**config.mk**
```make
export PLATFORM = sky130hd
export DESIGN_NAME = condicionador_botao
export DESIGN_NICKNAME = d
export VERILOG_FILES = /design/src/rtl/condicionador_botao.sv
export SDC_FILE = /design/constraint.sdc
export NUM_CORES = 1
export LEC_CHECK = 0
export CAP_MARGIN = 15
export CORE_MARGIN = 2
export CORE_UTILIZATION = 28
export CTS_BUF_LIST = sky130_fd_sc_hd__clkbuf_2
export DETAILED_ROUTE_END_ITERATION = 7
export GPL_TIMING_DRIVEN = 0
export HOLD_SLACK_MARGIN = 0.12
export PLACE_DENSITY = 0.49
export SYNTH_ARGS = -nofsm -noshare
export SYNTH_HDL_FRONTEND = slang
export SYNTH_SLANG_ARGS = --single-unit
```
**constraint.sdc**
```tcl
create_clock -name clk -period 2 [get_ports clk]
set_input_delay 0.2 -clock clk [delete_from_list [all_inputs] [get_ports clk]]
set_output_delay 0.2 -clock clk [all_outputs]
set_load 0.005 [all_outputs]
```
**src/rtl/condicionador_botao.sv**
```systemverilog
// Pedestrian push-button conditioner for semaforo: synchronises and debounces bt_raw,
// latches the request until light A is green, emits one bt pulse, then rejects repeats.
module condicionador_botao #(
    parameter logic [7:0] DEBOUNCE = 8'd2,
    parameter logic [7:0] COOLDOWN = 8'd3
) (
    input  logic       clk,
    input  logic       rst,
    input  logic       bt_raw,
    input  logic [2:0] A,
    output logic       bt,
    output logic       pendente,
    output logic       ocupado
);

    typedef enum logic [1:0] {
        OCIOSO,
        PENDENTE,
        EMITE,
        ESPERA
    } estado_t;

    estado_t    estado;
    estado_t    estado_nxt;
    logic       s1;
    logic       s2;
    logic       deb_r;
    logic       deb;
    logic       deb_prev;
    logic       ev;
    logic [7:0] cnt_deb;
    logic [7:0] cnt_cool;
    logic [7:0] cnt_cool_nxt;

    // Only the verde bit of light A matters here.
    logic unused_a;
    assign unused_a = ^A[2:1];

    always_ff @(posedge clk or posedge rst) begin
        if (rst) begin
            s1 <= 1'b0;
            s2 <= 1'b0;
        end else begin
            s1 <= bt_raw;
            s2 <= s1;
        end
    end

    // Debounced level moves only after DEBOUNCE consecutive cycles of disagreement.
    always_ff @(posedge clk or posedge rst) begin
        if (rst) begin
            deb_r   <= 1'b0;
            cnt_deb <= 8'd0;
        end else if (s2 == deb_r) begin
            cnt_deb <= 8'd0;
        end else if (cnt_deb + 8'd1 == DEBOUNCE) begin
            deb_r   <= s2;
            cnt_deb <= 8'd0;
        end else if (cnt_deb != 8'hFF) begin
            cnt_deb <= cnt_deb + 8'd1;
        end
    end

    assign deb = (DEBOUNCE == 8'd0) ? s2 : deb_r;

    always_ff @(posedge clk or posedge rst) begin
        if (rst) begin
            deb_prev <= 1'b0;
        end else begin
            deb_prev <= deb;
        end
    end

    assign ev = deb & ~deb_prev;

    always_ff @(posedge clk or posedge rst) begin
        if (rst) begin
            estado   <= OCIOSO;
            cnt_cool <= 8'd0;
        end else begin
            estado   <= estado_nxt;
            cnt_cool <= cnt_cool_nxt;
        end
    end

    // Presses arriving outside OCIOSO are absorbed: one request, one pulse, no queue.
    always_comb begin
        estado_nxt   = estado;
        cnt_cool_nxt = cnt_cool;
        case (estado)
            OCIOSO: begin
                if (ev) begin
                    estado_nxt = PENDENTE;
                end
            end
            PENDENTE: begin
                if (A[0]) begin
                    estado_nxt = EMITE;
                end
            end
            EMITE: begin
                if (COOLDOWN == 8'd0) begin
                    estado_nxt = OCIOSO;
                end else begin
                    estado_nxt   = ESPERA;
                    cnt_cool_nxt = COOLDOWN - 8'd1;
                end
            end
            ESPERA: begin
                if (cnt_cool == 8'd0) begin
                    estado_nxt = OCIOSO;
                end else begin
                    cnt_cool_nxt = cnt_cool - 8'd1;
                end
            end
            default: begin
                estado_nxt = OCIOSO;
            end
        endcase
    end

    assign bt       = (estado == EMITE);
    assign pendente = (estado == PENDENTE);
    assign ocupado  = (estado == ESPERA);

endmodule

```
==> results of run 1 <==
==> cell usage after synthesis, drive strengths merged <==
cell	count
nand3b	1
a21oi	7
o211ai	2
nand3	5
nor2	8
or4	1
buf	1
nor3	7
and4	1
nor4	2
xnor2	7
clkbuf	3
ha	9
a41o	1
inv	10
nand2	8
o21ai	3
o32a	1
mux2i	3
o41ai	1
dfrtp	22
and3	1
nand2b	2
or3	3
mux2	2
xor2	4
nor2b	1
nand4	3
a31o	1
o31ai	1
==> cells by family after synthesis <==
family / Yosys count / share of synthesized area (%)
DFF: 22 / 44.31
AOI/OAI and AO/OA: 17 / 10.37
buffers and inverters: 14 / 4.834
xor gates and xnor gates: 11 / 7.754
and+or+nand+nor: 43 / 19.13
adders and majority gates: 9 / 9.064
muxes: 5 / 4.531
==> final cells by class <==
type	instances	area (µm²)	area share, %
flip-flops and latches	22	551.8	38.75
well taps	52	65.06	4.569
plain buffers	1	11.26	0.7909
multi-input cells	85	638.1	44.82
inverters	10	37.54	2.636
clock buffers	3	15.01	1.054
repair buffers	12	105.1	7.381
==> critical path: stages (launching register included) <==
cell     delay [ns]
dfrtp_1        0.45
or4_4          0.57
o41ai_4        0.25
buf_6          0.18
nand3_4        0.08
mux2_4         0.30
==> where the power goes <==
group / switching (mW) / internal (mW) / leakage (nW)
clock: 0.121 / 0.0409 / 0.0125
combinational: 0.454 / 0.488 / 0.310
sequential: 0.129 / 0.581 / 0.282
total: 0.704 / 1.11 / 0.604
==> per-layer routing <==
layer	part of all wire (%)	vias to the layer above
met3	2.2	0
met5	0	-
met2	51	13
met1	47	433
li1	-	449
met4	0	0
==> sequential cells by signal (all words and copies together) (netlist names) <==
| register | cells |
|---|---|
| s1 | 1 |
| s2 | 1 |
| cnt_deb | 8 |
| deb | 1 |
| estado | 2 |
| cnt_cool | 8 |
| deb_prev | 1 |
==> layout by cell type, fill, tap and decap left out, types with 6 or more instances in the layout <==
| cell | n |
|---|---|
| xnor2_1 | 7 |
| buf_4 | 6 |
| nand2_1 | 8 |
| dfrtp_1 | 21 |
| a21oi_1 | 7 |
| nor3_1 | 7 |
| clkdlybuf4s50_1 | 6 |
| nor2_1 | 8 |
| inv_1 | 10 |
| ha_1 | 7 |
==> worst paths after layout <==
check | cells after the start | end | slack, ns
setup reg to reg | 5 | estado[1]$_DFFE_PP0P_ | 0.08
min in group asynchronous | 2 | estado[0]$_DFFE_PP0P_ | 0.31
hold reg to reg | 0 | s2$_DFF_PP0_ | 0.39
max in group asynchronous | 2 | cnt_deb[1]$_DFFE_PP0P_ | 1.13
setup / recovery | 5 | estado[1]$_DFFE_PP0P_ | 0.08
hold / removal | 1 | s1$_DFF_PP0_ | 0.30
==> repair_timing <==
action                     4_1_cts  5_1_grt
resized for setup                0        4
setup endpoints to repair        1        5
hold buffers                     0        0
buffers inserted                 1        5
==> impl_metrics.ini, run 1 <==
[logic_synthesis]
synth_seq_cells = 22
syn_area_per_cell_um2 = 10.27
synth_cell_types = 33
yosysWarnings = 0
yosysTopAreaCell = dfrtp_1
synth.net_count = 136
syn_area_um2 = 1242
synth_seq_area_share_pct = 44.31
synth_area_leaders = dfrtp_1 (44%), ha_1 (9.1%), xnor2_1 (4.9%)
synth_top_area_share_pct = 44.31
syn_inst = 121

[drt]
drt_iter0_drc = 25
wirelength_um = 2152
route.detailed.drc = 0
dr.pass1.iters = 4
num_vias = 895
wl_per_cell_um = 11.63
antenna_left = 0
viasPerCell = 4.838

[worst_setup_path]
reg2reg_from = cnt_cool[2]$_DFFE_PP0P_
cp-start-kind = flip-flop
crit_path_end_kind = flip-flop
crit_path_start = cnt_cool[2]$_DFFE_PP0P_
critical_path_class = reg -> reg
path_max_fanout = 7
arrival_ns = 2.14
cp.required_ns = 2.22

[power_and_ir_drop]
power.density_nw_per_um2 = 1274
max-vdd-ir-drop_mv = 0.5793
p_leak_nw = 0.6043
power.total_mw = 1.813

[clocking]
htree_levels = 1
path_clk_slew_ns = 0.19
cts.sinks = 22
cts_tree = yes
root_buffer = clkbuf_2
clockBufferDepth = 2
cts_buffers = 3
insertion_delay_ns = 0.30

[global_routing]
grt_overflow = 0
grtUsageMet2_pct = 14.99
grt_start_max_net_pins = 23
use_met3_pct = 1.709
antenna_found_initial = 0
grt_pass1_vias = 850
grt.total_usage_pct = 8.957
grt_pass1_wl_um = 3622
grt_util_met1_pct = 11.66
grt-busiest-layer = met2

[floorplanning]
initial_core_util_pct = 28.73
rows = 24
die_w_um = 70.61
core-area_um2 = 4324
die-area_um2 = 4986
die_y_um = 70.61
num_io_pins = 9

[sta]
slew_violations = 0
slew_headroom_pct = 45.80
setup_viol_count_final = 0
clock_skew_ns = 0.004762
layout_min_cycle_time_ns = 1.919
worstMarginPinSlew_ns = 0.8121
max_freq_ghz = 0.5210
worst_slack_ns = 0.08077
finalCritPeriodShare_pct = 95.96
hold_viol_final = 0
finalSetupTns_ns = 0
whs_ns = 0.3024

[cells_and_area]
final_cells = 185
fin_util_pct = 32.93
postLayoutCellArea_um2 = 1424
drive_gt1_share_pct = 16.54
layout.nets = 150
n_fill_cell = 468
diodes = 0
areaGrowthSynthToFinish_pct = 14.60

[hold_path]
min_from = bt_raw
hold_path_class = in -> reg

[placed_design]
place_congestion = 0.7338
port_buffers = 6
placement.cell_area_um2 = 1368
dp_slack_ns = 0.01690
place_hpwl_um = 1571
place.detailed.instances = 179

[run_status]
status = complete, no violations

[flow_run]
drv_cap = 0
No activity file was read; power rests on OpenSTA's default activity.
==> inputs of run 2 (changes only) <==
--- a/config.mk
+++ b/config.mk
@@ -6,13 +6,14 @@
 export NUM_CORES = 1
 export LEC_CHECK = 0
 export CAP_MARGIN = 15
-export CORE_MARGIN = 2
+export CORE_MARGIN = 1.5
 export CORE_UTILIZATION = 28
 export CTS_BUF_LIST = sky130_fd_sc_hd__clkbuf_2
 export DETAILED_ROUTE_END_ITERATION = 7
 export GPL_TIMING_DRIVEN = 0
 export HOLD_SLACK_MARGIN = 0.12
 export PLACE_DENSITY = 0.49
+export SETUP_SLACK_MARGIN = 0.15
 export SYNTH_ARGS = -nofsm -noshare
 export SYNTH_HDL_FRONTEND = slang
 export SYNTH_SLANG_ARGS = --single-unit
==> run 2 against run 1 <==
Compared with the run above:
- power rose by 7.3%
- final area rose by 5.4%
- first-iteration DRC count did not move
- sequential power fell by 2%
- via count rose by 0.67%
- worst hold slack improved by 0.012 ns
- count of clock-buffer cells in the layout did not move
- non-clock buffer count rose by 9
- routed wire length fell by 2.0%
==> impl_metrics.ini, run 2 (synthesis results as in run 1) <==
[clocking]
path_clk_slew_ns = 0.18
clockBufferDepth = 2
cts_tree = yes
htree_levels = 1
root_buffer = clkbuf_2
cts.sinks = 22
cts_buffers = 3
insertion_delay_ns = 0.30

[placed_design]
dp_slack_ns = 0.02968
place_hpwl_um = 1550
place_congestion = 0.7526
port_buffers = 6

[drt]
drt_iter0_drc = 25
routedLengthMet1_um = 1005
wl_met3_um = 30
antenna_left = 0
wl_per_cell_um = 10.87
dr.pass1.iters = 4
num_vias = 901
route.detailed.drc = 0
highest_layer = met3
wl_met2_um = 1074
viasPerCell = 4.644
wirelength_um = 2109

[cells_and_area]
n_fill_cell = 457
final_cell_mix = dfrtp_1 (22), buf_4 (12), inv_1 (9), nand2_1 (8), nor2_1 (8)
drive_gt1_share_pct = 23.24
final_common_cell = dfrtp_1
diodes = 0
areaGrowthSynthToFinish_pct = 20.85
layout.nets = 159
top_regs = cnt_cool: 8 flops, cnt_deb: 8 flops, estado: 2 flops

[floorplanning]
num_io_pins = 9
rows = 24
initial_core_util_pct = 28.73
die_y_um = 69.61
core-area_um2 = 4324
die-area_um2 = 4846
die_w_um = 69.61

[sta]
slew_violations = 0
rsz0062_at_grt = true
setup_viol_count_final = 0
slew_headroom_pct = 47.16
hold_viol_final = 0
finalSetupTns_ns = 0
worstMarginPinSlew_ns = 0.7917
clock_skew_ns = 0.006457
layout_min_cycle_time_ns = 1.869
max_freq_ghz = 0.5349
finalCritPeriodShare_pct = 93.47
worst_slack_ns = 0.1306

[worst_setup_path]
cp.required_ns = 2.21
cp-start-kind = flip-flop
worst_path_max_delay_cell = or4_4
path_max_fanout = 5
crit_path_start = cnt_cool[5]$_DFFE_PP0P_
path_cells = or4_4 -> o41ai_4 -> buf_6 -> nand3_4 -> mux2_4
reg2reg_from = cnt_cool[5]$_DFFE_PP0P_
critical_path_class = reg -> reg
critPathMaxStageDelay_ns = 0.56
crit_path_end_kind = flip-flop
r2r_cells = 5
arrival_ns = 2.08

[global_routing]
grt_start_max_net_pins = 23
grt_overflow = 0
antenna_found_initial = 0
grt.total_usage_pct = 9.538
grt_pass1_vias = 911
grt_pass1_wl_um = 3843

[power_and_ir_drop]
max-vdd-ir-drop_mv = 0.7475
p_leak_nw = 0.6515
power.density_nw_per_um2 = 1296

[hold_path]
hold_path_class = in -> async

[run_status]
status = complete, no violations

[flow_run]
drv_cap = 0
==> run 2: power breakdown <==
part | internal (mW) | total, mW | switching, mW | leakage [nW]
sequential | 0.579 | 0.693 | 0.113 | 0.283
clock | 0.0409 | 0.158 | 0.117 | 0.0125
combinational | 0.588 | 1.09 | 0.507 | 0.356
==> run 2: worst max-delay path: cells and delay by family (launching register included) <==
kind | cells | cell delay [ns]
multiplexers | 1 | 0.31
flip-flops | 1 | 0.42
AND/OR/NAND/NOR | 2 | 0.63
AO/OA/AOI/OAI | 1 | 0.25
buffers and inverters | 1 | 0.17
==> run 2: what timing repair did <==
item / CTS / global route
setup endpoints to repair: 5 / 10
hold endpoints to repair: 0 / 0
buffers inserted: 9 / 3
gates cloned: 0 / 0
resized for setup: 6 / 5
hold buffers: 0 / 0
==> run 2: cell type report <==
type,instances,area (µm²),share of cell area (%)
Multi-Input combinational cell,85,656.9,43.75
Sequential cell,22,550.5,36.67
Timing Repair Buffer,18,150.1,10.00
Tap cell,52,65.06,4.333
Inverter,10,37.54,2.500
Buffer,4,26.28,1.750
Clock buffer,3,15.01,1.000
==> run 2: worst paths after layout <==
kind                                           to  slack, ns
setup reg to reg            estado[1]$_DFFE_PP0P_       0.13
hold reg to reg                      s2$_DFF_PP0_       0.37
max in group asynchronous  cnt_deb[2]$_DFFE_PP0P_       1.19
setup / recovery            estado[1]$_DFFE_PP0P_       0.13
min in group clk                     s1$_DFF_PP0_       0.32
hold / removal                 deb_prev$_DFF_PP0_       0.31
==> run 2: metal layers <==
| layer | GRT usage [%] | up-vias |
|---|---|---|
| met5 | 0 | - |
| met4 | 2.564 | 0 |
| met3 | 1.744 | 0 |
| met2 | 17.09 | 7 |
| met1 | 11.75 | 431 |
| li1 | - | 463 |
==> run 2: metrics by stage <==
stage                     hold slack (ns)  util, %  cell area, µm²  power (mW)  std cells
after floorplan                    0.1892        -            1242       1.348        121
after global placement             0.3410    31.63            1368       1.534        179
after detailed placement           0.3426    31.63            1368       1.572        179
after CTS                          0.2882    33.77            1460       1.888        191
after global routing               0.2694    34.72            1501       2.130        194
final                              0.3149    34.72            1501       1.946        194
